===== config.mk =====
export PLATFORM = sky130hd
export DESIGN_NAME = cu_sequencer_flat
export DESIGN_NICKNAME = d
export VERILOG_FILES = /design/src/rtl/cu_sequencer_if.sv /design/src/rtl/cu_sequencer.sv /design/src/flat_wrapper.sv
export SDC_FILE = /design/constraint.sdc
export NUM_CORES = 1
export LEC_CHECK = 0
export CORE_ASPECT_RATIO = 2
export CORE_MARGIN = 2
export CORE_UTILIZATION = 41
export DETAILED_ROUTE_END_ITERATION = 10
export PLACE_DENSITY = 0.9
export SYNTH_ARGS = -nofsm -noshare
export SYNTH_HDL_FRONTEND = slang
export SYNTH_SLANG_ARGS = --single-unit

===== constraint.sdc =====
create_clock -name clk -period 3.52 [get_ports clk]
set_input_delay 0.704 -clock clk [delete_from_list [all_inputs] [get_ports clk]]
set_output_delay 0.704 -clock clk [all_outputs]
set_load 0.005 [all_outputs]

===== src/rtl/cu_sequencer_if.sv =====
// Control-unit sequencer bus: counter controls, opcode and ALU flags in, state and condition out.
// Optional instr_count signal exists only when CU_SEQ_INSTR_COUNT_EN is defined.
interface cu_sequencer_if #(
    parameter int STATES = 40,
    parameter int OPW    = 5
);
    logic              COUNTER_CLR;
    logic              COUNTER_LD;
    logic              COUNTER_INC;
    logic [OPW-1:0]    opcode;
    logic [3:0]        alu_nzcv;
    logic              flag_load;
    logic [STATES-1:0] CPU_state;
    logic [5:0]        state_idx;
    logic [3:0]        flags;
    logic              cond_pass;
    logic              illegal_op;
`ifdef CU_SEQ_INSTR_COUNT_EN
    logic [15:0]       instr_count;
`endif

    modport master (
        output COUNTER_CLR, COUNTER_LD, COUNTER_INC, opcode, alu_nzcv, flag_load,
`ifdef CU_SEQ_INSTR_COUNT_EN
        input  instr_count,
`endif
        input  CPU_state, state_idx, flags, cond_pass, illegal_op
    );

    modport slave (
        input  COUNTER_CLR, COUNTER_LD, COUNTER_INC, opcode, alu_nzcv, flag_load,
`ifdef CU_SEQ_INSTR_COUNT_EN
        output instr_count,
`endif
        output CPU_state, state_idx, flags, cond_pass, illegal_op
    );
endinterface


===== src/rtl/cu_sequencer.sv =====
// Microcode state counter with one-hot decode, NZCV flag register and branch-condition evaluation.
// Latency: one clock from counter controls to state; no backpressure. Macro CU_SEQ_INSTR_COUNT_EN adds instr_count.
// Control priority CLR > LD > INC; state holds when none is asserted.
module cu_sequencer #(
    parameter int STATES = 40,
    parameter int OPW    = 5
) (
    input  logic         clk,
    input  logic         rst_n,
    cu_sequencer_if.slave bus
);
    logic [5:0]  state_idx;
    logic [3:0]  flags;
    logic        illegal_op;
    logic [5:0]  ld_idx;
    logic        ld_bad;
    logic [31:0] op_ext;

    assign op_ext = 32'(bus.opcode);

    // Opcode to routine start state; unmapped opcodes fall back to fetch1.
    always_comb begin
        ld_idx = 6'd0;
        ld_bad = 1'b0;
        case (op_ext)
            32'd0:   ld_idx = 6'd3;
            32'd1:   ld_idx = 6'd4;
            32'd2:   ld_idx = 6'd5;
            32'd3:   ld_idx = 6'd7;
            32'd4:   ld_idx = 6'd9;
            32'd5:   ld_idx = 6'd13;
            32'd6:   ld_idx = 6'd17;
            32'd7:   ld_idx = 6'd21;
            32'd8:   ld_idx = 6'd22;
            32'd9:   ld_idx = 6'd23;
            32'd10:  ld_idx = 6'd24;
            32'd11:  ld_idx = 6'd25;
            32'd12:  ld_idx = 6'd26;
            32'd13:  ld_idx = 6'd28;
            32'd14:  ld_idx = 6'd30;
            32'd15:  ld_idx = 6'd32;
            32'd16:  ld_idx = 6'd34;
            32'd17:  ld_idx = 6'd36;
            32'd18:  ld_idx = 6'd38;
            default: ld_bad = 1'b1;
        endcase
    end

    always_ff @(posedge clk or negedge rst_n) begin
        if (!rst_n) begin
            state_idx  <= 6'd0;
            illegal_op <= 1'b0;
        end else if (bus.COUNTER_CLR) begin
            state_idx <= 6'd0;
        end else if (bus.COUNTER_LD) begin
            state_idx <= ld_idx;
            if (ld_bad) begin
                illegal_op <= 1'b1;
            end
        end else if (bus.COUNTER_INC) begin
            state_idx <= (state_idx == 6'(STATES - 1)) ? 6'd0 : state_idx + 6'd1;
        end
    end

    always_ff @(posedge clk or negedge rst_n) begin
        if (!rst_n) begin
            flags <= 4'd0;
        end else if (bus.flag_load) begin
            flags <= bus.alu_nzcv;
        end
    end

`ifdef CU_SEQ_INSTR_COUNT_EN
    logic [15:0] instr_count;

    always_ff @(posedge clk or negedge rst_n) begin
        if (!rst_n) begin
            instr_count <= 16'd0;
        end else if (bus.COUNTER_LD && !bus.COUNTER_CLR) begin
            instr_count <= instr_count + 16'd1;
        end
    end

    assign bus.instr_count = instr_count;
`endif

    // Condition uses registered flags only, so a same-cycle flag_load affects the next cycle.
    always_comb begin
        bus.cond_pass = 1'b0;
        case (state_idx)
            6'd22:   bus.cond_pass = 1'b1;
            6'd23:   bus.cond_pass = !flags[2] && (flags[3] == flags[0]);
            6'd24:   bus.cond_pass = (flags[3] != flags[0]);
            6'd25:   bus.cond_pass = flags[2];
            default: bus.cond_pass = 1'b0;
        endcase
    end

    assign bus.CPU_state  = {{(STATES-1){1'b0}}, 1'b1} << state_idx;
    assign bus.state_idx  = state_idx;
    assign bus.flags      = flags;
    assign bus.illegal_op = illegal_op;
endmodule


===== src/flat_wrapper.sv =====
// flat-port wrapper written by rule: the top's interface ports become plain ports
module cu_sequencer_flat 
#(
    parameter int STATES = 40,
    parameter int OPW    = 5
)
  (clk, rst_n, bus_COUNTER_CLR, bus_COUNTER_LD, bus_COUNTER_INC, bus_opcode, bus_alu_nzcv, bus_flag_load, bus_CPU_state, bus_state_idx, bus_flags, bus_cond_pass, bus_illegal_op);
  cu_sequencer_if #(.STATES(STATES), .OPW(OPW)) bus_i ();
  input  logic clk;
  input  logic rst_n;
  input wire logic [$bits(bus_i.COUNTER_CLR)-1:0] bus_COUNTER_CLR;
  input wire logic [$bits(bus_i.COUNTER_LD)-1:0] bus_COUNTER_LD;
  input wire logic [$bits(bus_i.COUNTER_INC)-1:0] bus_COUNTER_INC;
  input wire logic [$bits(bus_i.opcode)-1:0] bus_opcode;
  input wire logic [$bits(bus_i.alu_nzcv)-1:0] bus_alu_nzcv;
  input wire logic [$bits(bus_i.flag_load)-1:0] bus_flag_load;
  output wire logic [$bits(bus_i.CPU_state)-1:0] bus_CPU_state;
  output wire logic [$bits(bus_i.state_idx)-1:0] bus_state_idx;
  output wire logic [$bits(bus_i.flags)-1:0] bus_flags;
  output wire logic [$bits(bus_i.cond_pass)-1:0] bus_cond_pass;
  output wire logic [$bits(bus_i.illegal_op)-1:0] bus_illegal_op;
  assign bus_i.COUNTER_CLR = bus_COUNTER_CLR;
  assign bus_i.COUNTER_LD = bus_COUNTER_LD;
  assign bus_i.COUNTER_INC = bus_COUNTER_INC;
  assign bus_i.opcode = bus_opcode;
  assign bus_i.alu_nzcv = bus_alu_nzcv;
  assign bus_i.flag_load = bus_flag_load;
  assign bus_CPU_state = bus_i.CPU_state;
  assign bus_state_idx = bus_i.state_idx;
  assign bus_flags = bus_i.flags;
  assign bus_cond_pass = bus_i.cond_pass;
  assign bus_illegal_op = bus_i.illegal_op;
  cu_sequencer #(.STATES(STATES), .OPW(OPW)) u_core (.clk(clk), .rst_n(rst_n), .bus(bus_i));
endmodule

==> results.yml <==
status:
  status: "completed"
clock_network:
  cts.clk_slew.worst_paths_ns: 0.05
  post_cts_resized: 0
  cts_buffers: 3
  cts_setup_buffers: 0
  clockBufferDepth: 2
  clock_latency_ns: 0.24
  ctsHoldBuffers: 0
  cts.sinks: 11
  htree_levels: 1
  cts_tree: "built"
  root_buffer: "clkbuf_8"
critical_path:
  required_ns: 2.82
  timing.rr.start: "u_core.bus.state_idx[0]"
  path_class: "reg -> out"
  crit_start: "u_core.bus.state_idx[3]"
  startpoint_type: "register"
  cp_top_family: "flip-flops"
  cp_max_fo: 29
  path_cells: "nand2_1 > nor2_1 > clkdlybuf4s50_1"
  r2r_cells: 5
  cp.depth: 3
  cp_data_arrival_time_ns: 2.10
  slowest_stage: "dfrtp_1"
  timing.rr.end: "u_core.bus.state_idx[3]"
  crit_path_end_kind: "output port"
  r2r_slack_ns: 1.92
  slowest_delay_ns: 0.85
  cp.buffers_inverters: 1
synth:
  synthTopCellsByArea: "dfrtp_1 (23%), nor2_1 (11%), ha_1 (6.3%)"
  synth_mux_area_share_pct: 2.845
  yosys_warnings: 0
  synth-async-reset-ratio_pct: 100.0
  synth_xor_area_share_pct: 1.475
  synth_compound_area_share_pct: 18.86
  syn_inst: 166
  netlist_top_cells_count: "nor2_1 (35), nor3_1 (15), nand2_1 (13)"
  syn_area_per_cell_um2: 7.153
  synth_top_family_by_area: "simple AND/OR/NAND/NOR gates"
  ys_types: 44
  yosysMostFrequentCell: "nor2_1"
  ys_seq_elements: 11
  ys_seq_area_share_pct: 23.18
  yosys.area.top_type: "dfrtp_1"
  syn-num-nets: 187
  synth_edf_count: 0
  synth_fa_ha_area_share_pct: 6.322
  synth-simple-area-share_pct: 37.30
  yosysTopAreaCellShare_pct: 23.18
  synthFlopType: "dfrtp_1"
  synth_area_mm2: 0.001187
power:
  clockPowerShare_pct: 30.2
  p_int_mw: 0.2858
  power_density_mw_per_mm2: 222.2
  sw_frac_of_total_pct: 30.13
  pwr-share-comb_pct: 32.9
  p_sw_mw: 0.1232
  irDropWorstVdd_v: 0.0002015
  p_leak_nw: 0.7066
  pwr-share-seq_pct: 36.9
sta:
  rsz0062_at_grt: "no"
  fin_crit_ns: 2.803
  report.final.slew_viol_count: 0
  clock_skew_ns: 0.002809
  final.period_utilization_pct: 79.63
  worst_slew_pin_slew_ns: 0.7886
  hold_viol: 0
  setup_viol: 0
  relSlewSlack_pct: 47.43
  fmax_mhz: 356.8
  tns_ns: 0
global_routing:
  antenna_found_initial: 0
  grt_pass1_vias: 1296
  globalRouteMet2Util_pct: 43.13
  met3_usage_pct: 3.146
  grt_overflow: 0
  use_met1_pct: 19.75
  grt.busiest_layer: "met2"
  grt_max_degree: 30
  gr-usage-all-layers_pct: 21.57
  grt_pass1_wl_um: 5733
detailed_routing:
  ant_nets: 0
  wl_per_cell_um: 13.16
  drcViolationCount: 0
  via_per_inst: 5.438
  drtPass1Iterations: 4
  drtIter0Drc: 33
  routed_wl_um: 3278
  vias: 1354
floorplanning:
  start_util_pct: 42.86
  die_h_um: 80.11
  ioPinCount: 67
  fp-row-count: 27
  die_x_um: 42.06
  dieArea_mm2: 0.003369
  core_mm2: 0.002770
worst_hold_path:
  whs_path_depth: 1
  whs_endpoint: "u_core.bus.illegal_op"
  min_from: "u_core.bus.illegal_op"
  hold_class: "reg -> reg"
placement:
  routabilityCongestion: 0.8338
  portBuffers: 66
  dp_hpwl_um: 2702
layout:
  n_antenna_cell: 0
  syn_to_final_growth_pct: 55.01
  fillers: 237
  multi_input_area_um2: 793.3
  final_nets: 242
  utilization_pct: 66.44
  drive_gt1_share_pct: 5.455
  regArea_um2: 275.3
job:
  maxCapViolCount: 0
worst max path at each step:
stage                                   end
after floorplan               bus_cond_pass
final                      bus_CPU_state[9]
after CTS                  bus_CPU_state[9]
after detailed placement   bus_CPU_state[9]
after global routing      bus_CPU_state[10]
after global placement    bus_CPU_state[16]
cell usage in the layout (no fill, tap or decap), types with 5 or more instances in the layout:
cell             count
inv_1                7
ha_1                 6
nor2_1              35
dfrtp_1             11
and3_1               5
clkdlybuf4s50_1     66
nand2_1             13
o21ai_0              6
nor3_1              15
nand2b_1             8
stage by stage:
step	area (um2)	hold slack [ns]	instances	setup slack (ns)	total power [mW]
final	1841	0.5057	249	0.7169	0.4090
after global routing	1841	0.5323	249	0.5203	0.4364
after CTS	1841	0.5101	249	0.7114	0.4130
after detailed placement	1795	0.4662	245	0.9631	0.2876
after global placement	1795	0.4605	245	1.045	0.2856
after floorplan	1187	0.4084	166	1.608	0.2264
state kept, by name, summed over array words and instances, names as in the netlist:
name	cells
u_core.bus.state_idx	6
u_core.bus.illegal_op	1
u_core.bus.flags	4
per-layer routing:
metal	part of all wire, %	vias to the layer above
li1	-	682
met1	34	586
met2	56	75
met3	6.6	11
met4	3.5	0
met5	0	-
power groups by stage:
stage	clock network [mW]	registers (mW)	logic (mW)
global placement	0	0.152	0.133
detailed placement	0	0.153	0.134
CTS	0.127	0.151	0.135
global route	0.134	0.153	0.149
floorplan	0	0.146	0.0802
finish	0.124	0.151	0.134
cell type report:
cell class	count	area share [%]
multi-input combinational	131	43.10
timing repair buffer	66	35.89
sequential	11	14.96
clock buffer	4	2.447
tap	29	1.971
inverter	8	1.632
cell families after synthesis:
kind of cell | count (synthesis)
buffers and inverters | 24
flip-flops | 11
XOR/XNOR | 2
AND/OR/NAND/NOR | 90
AO/OA/AOI/OAI | 30
multiplexers | 3
adder cells (fa/ha/maj) | 6
Note: power is estimated with default switching activity, not from simulation.
